[src/rtl/dm_dump_tx_if.sv]
// Memory-read and serial-status bundle between dm_dump_tx and the board top.
// The master modport is the dump engine; slave is the memory/board side.
interface dm_dump_tx_if #(
  parameter int ADDR_W = 10
);
  logic              start_i;
  logic [ADDR_W-1:0] base_addr_i;
  logic              mem_en_o;
  logic [ADDR_W-1:0] mem_addr_o;
  logic [7:0]        mem_data_i;
  logic              txd_o;
  logic              busy_o;
  logic              done_o;
  logic [ADDR_W:0]   byte_cnt_o;

  modport master (
    input  start_i,
    input  base_addr_i,
    input  mem_data_i,
    output mem_en_o,
    output mem_addr_o,
    output txd_o,
    output busy_o,
    output done_o,
    output byte_cnt_o
  );

  modport slave (
    output start_i,
    output base_addr_i,
    output mem_data_i,
    input  mem_en_o,
    input  mem_addr_o,
    input  txd_o,
    input  busy_o,
    input  done_o,
    input  byte_cnt_o
  );
endinterface

[src/rtl/dm_dump_tx.sv]
// Reads DUMP_LEN bytes from a sync memory port and sends each as a UART 8N1 frame.
// All outputs registered; start is only honoured in IDLE, nothing is queued.
module dm_dump_tx #(
  parameter int CLK_DIV  = 868,
  parameter int ADDR_W   = 10,
  parameter int DUMP_LEN = 16
) (
  input  logic         clk,
  input  logic         rstn,
  dm_dump_tx_if.master dm
);

  localparam int CW = $clog2(CLK_DIV);
  localparam logic [CW-1:0]   DIV_LAST = CW'(CLK_DIV - 1);
  localparam logic [ADDR_W:0] LEN_LAST = (ADDR_W + 1)'(DUMP_LEN - 1);

  typedef enum logic [2:0] {
    S_IDLE,
    S_FETCH,
    S_LATCH,
    S_START,
    S_DATA,
    S_STOP
  } state_t;

  state_t            r_state;
  state_t            w_state_nxt;

  logic [CW-1:0]     r_bit_cnt;
  logic [CW-1:0]     w_bit_cnt_nxt;
  logic [2:0]        r_bit_idx;
  logic [2:0]        w_bit_idx_nxt;
  logic [7:0]        r_shift;
  logic [7:0]        w_shift_nxt;
  logic [ADDR_W-1:0] r_addr;
  logic [ADDR_W-1:0] w_addr_nxt;
  logic [ADDR_W:0]   r_byte_cnt;
  logic [ADDR_W:0]   w_byte_cnt_nxt;
  logic [ADDR_W-1:0] r_mem_addr;
  logic              r_mem_en;
  logic              r_txd;
  logic              w_txd_nxt;
  logic              r_busy;
  logic              r_done;
  logic              w_done_nxt;
  logic              w_bit_end;
  logic              w_last;

  assign w_bit_end = (r_bit_cnt == DIV_LAST);
  assign w_last    = (r_byte_cnt == LEN_LAST);

  always_ff @(posedge clk or negedge rstn) begin
    if (!rstn) begin
      r_state <= S_IDLE;
    end else begin
      r_state <= w_state_nxt;
    end
  end

  always_comb begin
    w_state_nxt    = r_state;
    w_shift_nxt    = r_shift;
    w_addr_nxt     = r_addr;
    w_byte_cnt_nxt = r_byte_cnt;
    w_bit_idx_nxt  = r_bit_idx;
    w_bit_cnt_nxt  = '0;
    w_done_nxt     = 1'b0;
    w_txd_nxt      = 1'b1;

    case (r_state)
      S_IDLE: begin
        if (dm.start_i) begin
          w_state_nxt    = S_FETCH;
          w_addr_nxt     = dm.base_addr_i;
          w_byte_cnt_nxt = '0;
        end
      end
      S_FETCH: begin
        w_state_nxt = S_LATCH;
      end
      S_LATCH: begin
        w_state_nxt   = S_START;
        w_shift_nxt   = dm.mem_data_i;
        w_bit_idx_nxt = '0;
      end
      S_START: begin
        w_bit_cnt_nxt = w_bit_end ? '0 : r_bit_cnt + CW'(1);
        if (w_bit_end) begin
          w_state_nxt = S_DATA;
        end
      end
      S_DATA: begin
        w_bit_cnt_nxt = w_bit_end ? '0 : r_bit_cnt + CW'(1);
        if (w_bit_end) begin
          w_shift_nxt   = {1'b0, r_shift[7:1]};
          w_bit_idx_nxt = r_bit_idx + 3'd1;
          if (r_bit_idx == 3'd7) begin
            w_state_nxt = S_STOP;
          end
        end
      end
      S_STOP: begin
        w_bit_cnt_nxt = w_bit_end ? '0 : r_bit_cnt + CW'(1);
        if (w_bit_end) begin
          w_byte_cnt_nxt = r_byte_cnt + (ADDR_W + 1)'(1);
          w_addr_nxt     = r_addr + ADDR_W'(1);
          if (w_last) begin
            w_state_nxt = S_IDLE;
            w_done_nxt  = 1'b1;
          end else begin
            w_state_nxt = S_FETCH;
          end
        end
      end
      default: begin
        w_state_nxt = S_IDLE;
      end
    endcase

    // Line level follows the state being entered so txd stays a plain flop.
    case (w_state_nxt)
      S_START: w_txd_nxt = 1'b0;
      S_DATA:  w_txd_nxt = w_shift_nxt[0];
      default: w_txd_nxt = 1'b1;
    endcase
  end

  always_ff @(posedge clk or negedge rstn) begin
    if (!rstn) begin
      r_bit_cnt  <= '0;
      r_bit_idx  <= '0;
      r_shift    <= '0;
      r_addr     <= '0;
      r_byte_cnt <= '0;
      r_mem_addr <= '0;
      r_mem_en   <= 1'b0;
      r_txd      <= 1'b1;
      r_busy     <= 1'b0;
      r_done     <= 1'b0;
    end else begin
      r_bit_cnt  <= w_bit_cnt_nxt;
      r_bit_idx  <= w_bit_idx_nxt;
      r_shift    <= w_shift_nxt;
      r_addr     <= w_addr_nxt;
      r_byte_cnt <= w_byte_cnt_nxt;
      r_mem_en   <= (w_state_nxt == S_FETCH);
      r_txd      <= w_txd_nxt;
      r_busy     <= (w_state_nxt != S_IDLE);
      r_done     <= w_done_nxt;
      // Read address only moves on a fetch, so it holds after the last byte.
      if (w_state_nxt == S_FETCH) begin
        r_mem_addr <= w_addr_nxt;
      end
    end
  end

  assign dm.mem_en_o   = r_mem_en;
  assign dm.mem_addr_o = r_mem_addr;
  assign dm.txd_o      = r_txd;
  assign dm.busy_o     = r_busy;
  assign dm.done_o     = r_done;
  assign dm.byte_cnt_o = r_byte_cnt;

endmodule
[src/flat_wrapper.sv]
// flat-port wrapper written by rule: the top's interface ports become plain ports
module dm_dump_tx_flat 
#(
  parameter int CLK_DIV  = 868,
  parameter int ADDR_W   = 10,
  parameter int DUMP_LEN = 16
)
  (clk, rstn, dm_start_i, dm_base_addr_i, dm_mem_data_i, dm_mem_en_o, dm_mem_addr_o, dm_txd_o, dm_busy_o, dm_done_o, dm_byte_cnt_o);
  dm_dump_tx_if #(.ADDR_W(ADDR_W)) dm_i ();
  input  logic clk;
  input  logic rstn;
  input wire logic [$bits(dm_i.start_i)-1:0] dm_start_i;
  input wire logic [$bits(dm_i.base_addr_i)-1:0] dm_base_addr_i;
  input wire logic [$bits(dm_i.mem_data_i)-1:0] dm_mem_data_i;
  output wire logic [$bits(dm_i.mem_en_o)-1:0] dm_mem_en_o;
  output wire logic [$bits(dm_i.mem_addr_o)-1:0] dm_mem_addr_o;
  output wire logic [$bits(dm_i.txd_o)-1:0] dm_txd_o;
  output wire logic [$bits(dm_i.busy_o)-1:0] dm_busy_o;
  output wire logic [$bits(dm_i.done_o)-1:0] dm_done_o;
  output wire logic [$bits(dm_i.byte_cnt_o)-1:0] dm_byte_cnt_o;
  assign dm_i.start_i = dm_start_i;
  assign dm_i.base_addr_i = dm_base_addr_i;
  assign dm_i.mem_data_i = dm_mem_data_i;
  assign dm_mem_en_o = dm_i.mem_en_o;
  assign dm_mem_addr_o = dm_i.mem_addr_o;
  assign dm_txd_o = dm_i.txd_o;
  assign dm_busy_o = dm_i.busy_o;
  assign dm_done_o = dm_i.done_o;
  assign dm_byte_cnt_o = dm_i.byte_cnt_o;
  dm_dump_tx #(.CLK_DIV(CLK_DIV), .ADDR_W(ADDR_W), .DUMP_LEN(DUMP_LEN)) u_core (.clk(clk), .rstn(rstn), .dm(dm_i));
endmodule
[config.mk]
export PLATFORM = sky130hd
export DESIGN_NAME = dm_dump_tx_flat
export DESIGN_NICKNAME = d
export VERILOG_FILES = /design/src/rtl/dm_dump_tx_if.sv /design/src/rtl/dm_dump_tx.sv /design/src/flat_wrapper.sv
export SDC_FILE = /design/constraint.sdc
export NUM_CORES = 1
export LEC_CHECK = 0
export ABC_CLOCK_PERIOD_IN_PS = 2100
export BUFFER_PORTS_ARGS = -buffer_cell sky130_fd_sc_hd__buf_2
export CAP_MARGIN = 20
export CORE_UTILIZATION = 40
export DETAILED_ROUTE_END_ITERATION = 6
export PLACE_DENSITY_LB_ADDON = 0.08
export SYNTH_ARGS = -nofsm -noshare
export SYNTH_HDL_FRONTEND = slang
export SYNTH_SLANG_ARGS = --single-unit
export TNS_END_PERCENT = 5
[constraint.sdc]
create_clock -name clk -period 2.1 [get_ports clk]
set_clock_uncertainty 0.05 [all_clocks]
set_input_delay 0.21 -clock clk [delete_from_list [all_inputs] [get_ports clk]]
set_output_delay 0.21 -clock clk [all_outputs]
set_load 0.01 [all_outputs]
==> impl_summary.txt <==
----------------------------------------------------
[Status]
  Run status ... complete, but fails checks
  Violated checks ... setup timing

[Route]
  First-pass iteration count of the detailed router ... 5
  Overall routed net length ... 6460 um
  Starting DRC count in detailed routing ... 103
  Count of unresolved DRC violations after routing ... 0
  Routed via count divided by cell count ... 5.21
  Routed wire per std cell ... about 14 um
  Routed Antenna Nets ... 0
  Total vias in the final route ... 2,395

[Floorplanning]
  Total Die Area ... between 7000 and 8000 um^2
  Initial cell density of the core ... 0.419
  Number of placed I/O pins ... 46
  Total number of placement rows ... 30
  Die Span X ... 87.0 um
  Core region area ... between 6000 and 7000 um^2
  Die boundary height ... 87.0 um

[Final layout]
  FILL cells ... 635
  Number of cells in the finished layout apart from fillers ... 460
  Commonest non-fill, non-tap cells in the layout ... sky130_fd_sc_hd__dfrtp_1, sky130_fd_sc_hd__buf_2, sky130_fd_sc_hd__nand2_1, sky130_fd_sc_hd__buf_4, sky130_fd_sc_hd__nor2_1
  Number of diodes added for antenna fixing ... 0
  Most frequent standard cell in the layout excluding fill and tap cells ... sky130_fd_sc_hd__dfrtp_1
  Layout cell share with drive strength beyond 1 ... 0.346
  Fin nets ... 385
  Area overhead of the layout relative to synthesis ... 29.4%

[Yosys]
  Synthesized Nets ... 306
  Syn Std Cell Area ... 2890 um^2
  Number of flip-flops and latches in the synthesized netlist ... 59
  Number of warnings reported in the yosys synthesis log ... 0
  Unique cell type count in the Yosys netlist ... 48
  Mean cell area of the mapped netlist ... 10.3 um^2
  Number of enable-type register cells in the synthesized netlist ... 0
  Part of the Yosys area used for sequential elements ... 0.511
  Primary flip-flop cell chosen by synthesis mapping ... sky130_fd_sc_hd__dfrtp_1
  Cells after Synth ... 280
  Share of flip-flops with an asynchronous set or reset after synthesis ... 1.00

[Global route]
  Maximum number of pins on one net before global-route repair ... 40
  Antenna violations before repair ... 0
  Vias in the first global route ... 2,270
  Global-route congestion overflow total ... 0
  Global-route usage over all layers ... 0.190
  Wire length of the first global-routing pass ... 11,000 um

[Critical path]
  Required time at the worst-slack endpoint ... approximately 2300 ps
  Highest fanout seen on the critical path ... 4
  Slowest cell on the critical path ... sky130_fd_sc_hd__or4b_4
  Most used cell, CP ... sky130_fd_sc_hd__or4_4
  Critical Path Start Type ... flip-flop
  Critical path start-end classification ... reg -> reg
  Maximum cell stage delay along the critical path ... 590 ps
  Critical path, cell by cell ... or4b_4 > or4_4 > or4_4 > o211ai_2 > mux2_4
  CP bufs+invs ... 0
  Kind of cell adding the most delay to the critical path ... simple AND/OR/NAND/NOR gates
  Capturing element type of the critical path ... flip-flop
  Worst EP arrival ... 2450 ps

[Power and ir drop]
  Leakage power of the design ... 1.78 nW
  Peak supply drop ... ~350 uV
  Cell area power density ... 616 nW/um^2

[Hold path]
  Class of the tightest hold or removal check ... in -> reg

[Timing]
  Post-route fraction of the period consumed by the critical path ... 1.06
  Setup violators final ... 4
  Final-report hold violation count ... 0
  Normalized max-slew margin ... 0.662
  Transition at the pin with the smallest max-transition slack ... 508 ps
  Final setup TNS ... -316 ps
  Setup repair after global routing missed its margin ... true
  PnR worst setup slack ... -128 ps
  Number of max-slew violations in the final report ... 0
  Final period demand of the worst path ... 2230 ps
  Upper clock frequency limit ... 0.449 GHz

[Placement]
  Count of input and output buffers ... 45
  Number of placed instances with taps included ... 442
  Last weighted congestion value of the routability-driven placer ... 0.823
  Worst setup slack before clock tree synthesis ... -168 ps
  Total half-perimeter wirelength after legalization and detailed placement ... 4670 um

[Flow run]
  Number of violations of the max-capacitance limit ... 0

[CTS]
  Inserted Clock Buffers ... 9
  Clock sink total ... 59
  Clock Tree Buf Depth ... 2
  Clk Latency, worst-skew pair ... roughly 330 ps
  H-tree depth ... 3
  Clock Root Buffer ... sky130_fd_sc_hd__clkbuf_8
  Clock slew at reported path FFs ... 70 ps
  TritonCTS clock tree ... built

----------------------------------------------------
[final cells by class]
cell class | instances | area, um^2 | share of cell area
Multi-Input combinational cell | 206 | 1430 | 0.382
Inverter | 4 | 15.0 | 0.00401
Timing Repair Buffer | 79 | 507 | 0.135
Tap cell | 96 | 120 | 0.0321
Sequential cell | 59 | 1480 | 0.395
Clock inverter | 5 | 52.6 | 0.0140
Clock buffer | 11 | 141 | 0.0378
[worst reg2reg max path: stages (launching register included)]
cell and delay (ps):
sky130_fd_sc_hd__dfrtp_1 380, sky130_fd_sc_hd__or4b_4 590, sky130_fd_sc_hd__or4_4 460, sky130_fd_sc_hd__or4_4 430, sky130_fd_sc_hd__o211ai_2 90, sky130_fd_sc_hd__mux2_4 180
[flip-flops by register name (all words and copies together) (netlist names)]
signal and flops:
u_core.dm.byte_cnt_o 11, u_core.dm.mem_addr_o 10, u_core.r_addr 10, u_core.r_bit_cnt 10, u_core.r_shift 8, u_core.r_bit_idx 3, u_core.r_state 3, u_core.dm.busy_o 1
u_core.dm.done_o 1, u_core.dm.mem_en_o 1, u_core.dm.txd_o 1
[synth_stat cells, types with 7 or more instances]
cell	n	area, um^2
sky130_fd_sc_hd__nand4_1	10	62.6
sky130_fd_sc_hd__o21ai_0	7	35.0
sky130_fd_sc_hd__nand3_1	15	75.1
sky130_fd_sc_hd__clkbuf_1	10	37.5
sky130_fd_sc_hd__nor3_1	7	35.0
sky130_fd_sc_hd__dfrtp_1	58	1450
sky130_fd_sc_hd__nor2_1	29	109
sky130_fd_sc_hd__nand2_1	29	109
sky130_fd_sc_hd__mux2_2	9	101
sky130_fd_sc_hd__a221o_1	7	70.1
sky130_fd_sc_hd__and3_1	8	50.1
sky130_fd_sc_hd__xor2_1	11	96.3
[metrics by stage]
step | area, um^2 | power (mW) | utilization | hold WS [ps]
6_report | 3740 | 2.30 | 0.542 | 36.5
5_1_grt | 3740 | 2.40 | 0.542 | 46.9
4_1_cts | 3690 | 2.33 | 0.535 | 22.5
3_5_place_dp | 3460 | 1.29 | 0.501 | 162
3_3_place_gp | 3460 | 1.29 | 0.501 | 151
2_1_floorplan | 2900 | 1.23 | - | -136
[timing repair]
| action | CTS | global route |
|---|---|---|
| pin swaps | 5 | 5 |
| setup endpoints to repair | 13 | 19 |
| setup buffers | 0 | 1 |
| hold endpoints to repair | 20 | 0 |
| gates resized for setup | 7 | 10 |
| hold buffers | 1 | 0 |
[cell families (layout without fill, tap and decap cells)]
| kind of cell | after synthesis | in the layout | synth area share |
|---|---|---|---|
| flip-flops | 59 | 59 | 0.511 |
| buffers and inverters | 15 | 99 | 0.0199 |
| AO/OA/AOI/OAI | 40 | 40 | 0.104 |
| adder cells (fa/ha/maj) | 5 | 5 | 0.0216 |
| multiplexers | 15 | 15 | 0.0558 |
| AND/OR/NAND/NOR | 131 | 131 | 0.242 |
| XOR/XNOR | 15 | 15 | 0.0454 |
[power breakdown]
group          total (mW)  switching (mW)  internal, mW  leakage, nW
registers            1.18          0.0191          1.16        0.693
logic              0.0999          0.0538        0.0461        0.986
clock network        1.03           0.455         0.575       0.0991
[final timing paths]
| check | from | end | slack (ps) | depth (start not counted) |
|---|---|---|---|---|
| setup / recovery | u_core.r_bit_cnt[2]$_DFF_PN0_ | u_core.dm.mem_addr_o[9]$_DFFE_PN0N_ | -130 | 5 |
| hold / removal | dm_mem_data_i[7] | u_core.r_shift[7]$_DFFE_PN0P_ | 40 | 3 |
| setup reg to reg | u_core.r_bit_cnt[2]$_DFF_PN0_ | u_core.dm.mem_addr_o[9]$_DFFE_PN0N_ | -130 | 5 |
| hold reg to reg | u_core.dm.mem_addr_o[3]$_DFFE_PN0N_ | u_core.dm.mem_addr_o[3]$_DFFE_PN0N_ | 460 | 2 |
| max in group asynchronous | rstn | u_core.dm.txd_o$_DFF_PN1_ | 1040 | 3 |
| min in group asynchronous | rstn | u_core.r_shift[4]$_DFFE_PN0P_ | 330 | 2 |
[routing by layer]
| metal | vias up | global-route usage | wire (um) |
|---|---|---|---|
| met5 | - | 0 | 0 |
| met4 | 0 | 0.0939 | 89 |
| met3 | 8 | 0.0313 | 221 |
| met2 | 47 | 0.287 | 2900 |
| met1 | 1159 | 0.265 | 3250 |
| li1 | 1181 | - | - |
No activity file was read; power rests on OpenSTA's default activity.
